**src/rtl/uart_rx_os.sv**
```systemverilog
// Oversampled UART receiver: 2-flop synchronised line, glitch-rejecting start, optional parity; data registered one clk after the mid-stop tick.
// Backpressure: one holding register; a good frame arriving while it is full and not being drained is dropped with an overrun pulse.
module uart_rx_os #(
  parameter int DATA_BITS  = 8,
  parameter int OVERSAMPLE = 16,
  parameter int PARITY_EN  = 0,
  parameter int PARITY_ODD = 0
) (
  input  logic                 clk,
  input  logic                 rst,
  input  logic                 tick,
  input  logic                 rx,
  output logic [DATA_BITS-1:0] rx_data,
  output logic                 rx_valid,
  input  logic                 rx_ready,
  output logic                 frame_err,
  output logic                 parity_err,
  output logic                 overrun
);

  localparam int CW = $clog2(OVERSAMPLE);
  localparam int BW = $clog2(DATA_BITS + 1);
  localparam logic [CW-1:0] CNT_HALF = CW'(OVERSAMPLE / 2 - 1);
  localparam logic [CW-1:0] CNT_FULL = CW'(OVERSAMPLE - 1);
  localparam logic [BW-1:0] BIT_LAST = BW'(DATA_BITS - 1);

  typedef enum logic [2:0] {
    S_IDLE, S_START, S_DATA, S_PARITY, S_STOP, S_WAIT_HIGH
  } state_e;

  state_e               state_q, state_d;
  logic [CW-1:0]        cnt_q, cnt_d;
  logic [BW-1:0]        bit_q, bit_d;
  logic [DATA_BITS-1:0] shift_q, shift_d;
  logic [DATA_BITS-1:0] data_q, data_d;
  logic                 sync1_q, rxs_q;
  logic                 par_q, par_d;
  logic                 valid_q, valid_d;
  logic                 ferr_q, ferr_d;
  logic                 perr_q, perr_d;
  logic                 ovr_q, ovr_d;
  logic                 good, exp_par, parity_bad, mid;

  always_ff @(posedge clk or negedge rst) begin
    if (!rst) begin
      sync1_q <= 1'b1;
      rxs_q   <= 1'b1;
      state_q <= S_IDLE;
      cnt_q   <= '0;
      bit_q   <= '0;
      shift_q <= '0;
      par_q   <= 1'b0;
      data_q  <= '0;
      valid_q <= 1'b0;
      ferr_q  <= 1'b0;
      perr_q  <= 1'b0;
      ovr_q   <= 1'b0;
    end else begin
      sync1_q <= rx;
      rxs_q   <= sync1_q;
      state_q <= state_d;
      cnt_q   <= cnt_d;
      bit_q   <= bit_d;
      shift_q <= shift_d;
      par_q   <= par_d;
      data_q  <= data_d;
      valid_q <= valid_d;
      ferr_q  <= ferr_d;
      perr_q  <= perr_d;
      ovr_q   <= ovr_d;
    end
  end

  always_comb begin
    state_d    = state_q;
    cnt_d      = cnt_q;
    bit_d      = bit_q;
    shift_d    = shift_q;
    par_d      = par_q;
    data_d     = data_q;
    valid_d    = valid_q;
    ferr_d     = 1'b0;
    perr_d     = 1'b0;
    ovr_d      = 1'b0;
    good       = 1'b0;
    mid        = (cnt_q == CNT_FULL);
    exp_par    = (^shift_q) ^ (PARITY_ODD != 0);
    parity_bad = (PARITY_EN != 0) && (par_q != exp_par);

    if (tick) begin
      case (state_q)
        S_IDLE: begin
          if (!rxs_q) begin
            state_d = S_START;
            cnt_d   = '0;
          end
        end
        // Re-check the line at the middle of the start bit to reject glitches.
        S_START: begin
          if (cnt_q == CNT_HALF) begin
            cnt_d   = '0;
            bit_d   = '0;
            state_d = rxs_q ? S_IDLE : S_DATA;
          end else begin
            cnt_d = cnt_q + 1'b1;
          end
        end
        S_DATA: begin
          if (mid) begin
            cnt_d   = '0;
            shift_d = {rxs_q, shift_q[DATA_BITS-1:1]};
            if (bit_q == BIT_LAST) begin
              bit_d   = '0;
              state_d = (PARITY_EN != 0) ? S_PARITY : S_STOP;
            end else begin
              bit_d = bit_q + 1'b1;
            end
          end else begin
            cnt_d = cnt_q + 1'b1;
          end
        end
        S_PARITY: begin
          if (mid) begin
            cnt_d   = '0;
            par_d   = rxs_q;
            state_d = S_STOP;
          end else begin
            cnt_d = cnt_q + 1'b1;
          end
        end
        // A low stop bit takes precedence over a parity mismatch.
        S_STOP: begin
          if (mid) begin
            cnt_d = '0;
            if (rxs_q) begin
              state_d = S_IDLE;
              if (parity_bad) perr_d = 1'b1;
              else            good   = 1'b1;
            end else begin
              ferr_d  = 1'b1;
              state_d = S_WAIT_HIGH;
            end
          end else begin
            cnt_d = cnt_q + 1'b1;
          end
        end
        S_WAIT_HIGH: begin
          if (rxs_q) state_d = S_IDLE;
        end
        default: state_d = S_IDLE;
      endcase
    end

    if (good && (!valid_q || rx_ready)) begin
      data_d  = shift_q;
      valid_d = 1'b1;
    end else begin
      if (valid_q && rx_ready) valid_d = 1'b0;
      if (good)                ovr_d   = 1'b1;
    end
  end

  assign rx_data    = data_q;
  assign rx_valid   = valid_q;
  assign frame_err  = ferr_q;
  assign parity_err = perr_q;
  assign overrun    = ovr_q;

endmodule

```
**config.mk**
```make
export PLATFORM = sky130hd
export DESIGN_NAME = uart_rx_os
export DESIGN_NICKNAME = d
export VERILOG_FILES = /design/src/rtl/uart_rx_os.sv
export SDC_FILE = /design/constraint.sdc
export NUM_CORES = 1
export LEC_CHECK = 0
export BUFFER_PORTS_ARGS = -buffer_cell sky130_fd_sc_hd__buf_2
export CORE_ASPECT_RATIO = 0.8
export CORE_MARGIN = 2
export CORE_UTILIZATION = 57
export DETAILED_ROUTE_END_ITERATION = 10
export PLACE_DENSITY_LB_ADDON = 0.05
export RECOVER_POWER = 25
export SKIP_CTS_REPAIR_TIMING = 1
export SLEW_MARGIN = 10
export SYNTH_ARGS = -nofsm -noshare
export SYNTH_HDL_FRONTEND = slang
export SYNTH_SLANG_ARGS = --single-unit
```
**constraint.sdc**
```tcl
create_clock -name clk -period 2 [get_ports clk]
set_input_delay 0.1 -clock clk [delete_from_list [all_inputs] [get_ports clk]]
set_output_delay 0.1 -clock clk [all_outputs]
set_load 0.1 [all_outputs]
```
==> impl_metrics.yaml <==
synth:
  synth_nets: 135
  netlist_area_sq_um: 1565
  yosys_most_used_dff: "dfrtp_1"
  synth-seq-area-share: 0.5132
  synth-edff-count: 0
  synth_cell_types: 43
  async_flop_share: 1.000
  syn_avg_cell_area_sq_um: 12.23
  synth-seq-cells: 32
  netlist_instances: 128
  ys_warn_count: 0
pwr:
  p_leak_uw: 0.0008911
  seq_power_share: 0.454
  peakVddDrop_v: 0.0006687
  pwr-share-comb: 0.315
  pwr-share-clk: 0.231
  switching_share: 0.3362
  switchingPower_uw: 610.4
  intPower_uw: 1205
  powerDensity_nw_per_um2: 1023
drt:
  dr.pass1.iters: 4
  maxUsedRoutingLayer: "met4"
  wl_met1_um: 1318
  wl_um: 2608
  route.met3.wl_um: 128
  wl_per_cell_um: 13.80
  drt_iter0_markers: 21
  wl_met2_um: 1121
  vias: 1023
  postRouteAntennaNets: 0
  drc: 0
  routed_via_density: 5.413
grt:
  grt_max_degree: 33
  antenna_found_initial: 0
  grtUsageTotal: 0.1938
  grt_overflow: 0
  grt_pass1_vias: 977
  grt_pass1_wl_um: 4609
sta:
  timing.final.max_slew_violations: 0
  fmax_mhz: 527.1
  fin_setup_tns_ns: 0
  final_hold_viol_count: 0
  min_period_ns: 1.897
  finalClockSkew_ns: 0.004556
  finalCritPeriodShare: 0.9485
  rsz0062_at_grt: "false"
  setup_viol: 0
  worst_pin_slew_ns: 0.7772
  relSlewSlack: 0.4819
cts:
  cts_tree: "yes"
  clock-root-buffer: "clkbuf_4"
  cts_sinks: 32
  clockBufferDepth: 2
  htree_levels: 2
  cts.reportedPaths.clkPinSlew_ns: 0.09
  clk_latency_ns: 0.33
  cts-buffers-inserted: 5
flow_run:
  cap_violations: 0
worst_setup_path:
  reg2reg_depth: 5
  path_class: "reg -> reg"
  regToRegSetupSlack_ns: 0.10
  critPathMaxStageDelay_ns: 0.41
  crit_chain: "ha_1 > nand4_2 > or3_4 > nand2b_4 > mux2_4"
  cp_max_fo: 8
  worstPathArrival_ns: 2.12
  rr_startpoint: "cnt_q[1]$_DFFE_PN0P_"
  cp_slowest_cell: "or3_4"
  endpoint_kind: "flop"
  crit_required_ns: 2.22
  critPathLaunchType: "flop"
  r2r_end: "rx_data[6]$_DFFE_PN0P_"
  startpoint: "cnt_q[1]$_DFFE_PN0P_"
finish:
  fin_util: 0.7039
  seq_area_sq_um: 803.3
  antenna_cells: 0
  finalNetCount: 159
  final.fill_count: 193
  area_growth_pct: 13.43
  final_layout_size_suffix_gt1_frac: 0.3725
  multiInputGateArea_sq_um: 706.9
hold_path:
  min_to: "frame_err$_DFF_PN0_"
  min_from: "tick"
  hp-class: "in -> reg"
  holdPathStages: 3
die:
  coreArea_sq_um: 2522
  dieHeight_um: 50.87
  initial_core_util: 0.6205
  dieArea_sq_um: 3184
  die_x_um: 62.59
  num_rows: 16
  io_pins: 17
place:
  gp_congestion: 0.8869
  port_buffers: 15
  dp_hpwl_um: 1881
run_status:
  status: "finished, final reports clean"
-- stage by stage --
step	cell area (sq um)	setup WS (ns)	power [uW]	cells	hold WS, ns
4_1_cts	1755	0.1119	1829	187	-0.1864
5_1_grt	1775	0.02910	1952	189	0.09082
3_3_place_gp	1687	0.1999	1387	179	0.1693
2_1_floorplan	1565	0.1668	1275	128	-0.1956
3_5_place_dp	1687	0.1332	1403	179	0.1817
6_report	1775	0.1030	1815	189	0.1051
-- cells in the mapped netlist, drive strengths merged (3+ instances only) --
| cell | count | share of area |
|---|---|---|
| o21ai | 5 | 0.016 |
| nor2 | 9 | 0.025 |
| nand2 | 11 | 0.026 |
| inv | 3 | 0.0072 |
| dfrtp | 30 | 0.48 |
| nand3 | 4 | 0.013 |
| mux2 | 18 | 0.15 |
| buf | 5 | 0.026 |
| o21a | 3 | 0.014 |
| nand2b | 6 | 0.029 |
-- layer usage --
layer | global-route usage | vias to the layer above
met5 | 0 | -
met4 | 0.08889 | 0
met3 | 0.05507 | 5
met2 | 0.2849 | 27
met1 | 0.2691 | 491
li1 | - | 500
-- cell type report --
cell class                      instances  share of cell area
Sequential cell                        32              0.4524
Multi-Input combinational cell         87              0.3982
Timing Repair Buffer                   23             0.07893
Clock buffer                            8             0.03876
Tap cell                               36             0.02537
Inverter                                3            0.006343
-- placed cells by master, fill, tap and decap left out, types with 3 or more instances in the layout --
master and instances:
mux2_2 10, o21a_1 3, nand3_1 4, nand2b_1 5, inv_1 3, dfrtp_1 30
buf_4 6, mux2_4 8, clkbuf_4 5, buf_2 14, o21ai_0 4, nand2_1 11
nor2_1 7
-- power groups by stage --
| stage | combinational (uW) | clock, uW | sequential [uW] |
|---|---|---|---|
| final | 571 | 420 | 824 |
| after global routing | 642 | 470 | 840 |
| after CTS | 569 | 437 | 822 |
| after detailed placement | 567 | 0 | 836 |
| after global placement | 557 | 0 | 830 |
| after floorplan | 474 | 0 | 801 |
-- worst max path at each step --
stage	to	slack (ns)	depth (start not counted)
final	rx_data[6]$_DFFE_PN0P_	0.10	5
after global routing	rx_data[6]$_DFFE_PN0P_	0.03	5
after CTS	rx_data[6]$_DFFE_PN0P_	0.11	5
after detailed placement	rx_data[6]$_DFFE_PN0P_	0.13	5
after global placement	rx_data[5]$_DFFE_PN0P_	0.20	5
after floorplan	rx_data[0]$_DFFE_PN0P_	0.17	4
-- worst max-delay path, delay by kind of cell (launching register included) --
family	cells	cell delay, ns
flops	1	0.40
fa+ha+maj	1	0.26
mux	1	0.32
simple gates	3	0.79
-- logic make-up after synthesis --
kind of cell | Yosys count | share of synthesized area
mux | 20 | 0.1615
buf+inv | 9 | 0.03517
other cells | 1 | 0.002396
fa+ha+maj | 3 | 0.02238
flops | 32 | 0.5132
simple gates | 42 | 0.1615
compound gates | 21 | 0.1039
-- flip-flops by register name (all words and copies together) (netlist names) --
name and count:
rxs_q 1, shift_q 8, rx_valid 1, frame_err 1, cnt_q 4, overrun 1, rx_data 8, state_q 3
sync1_q 1, bit_q 4
Note: power is estimated with default switching activity, not from simulation.
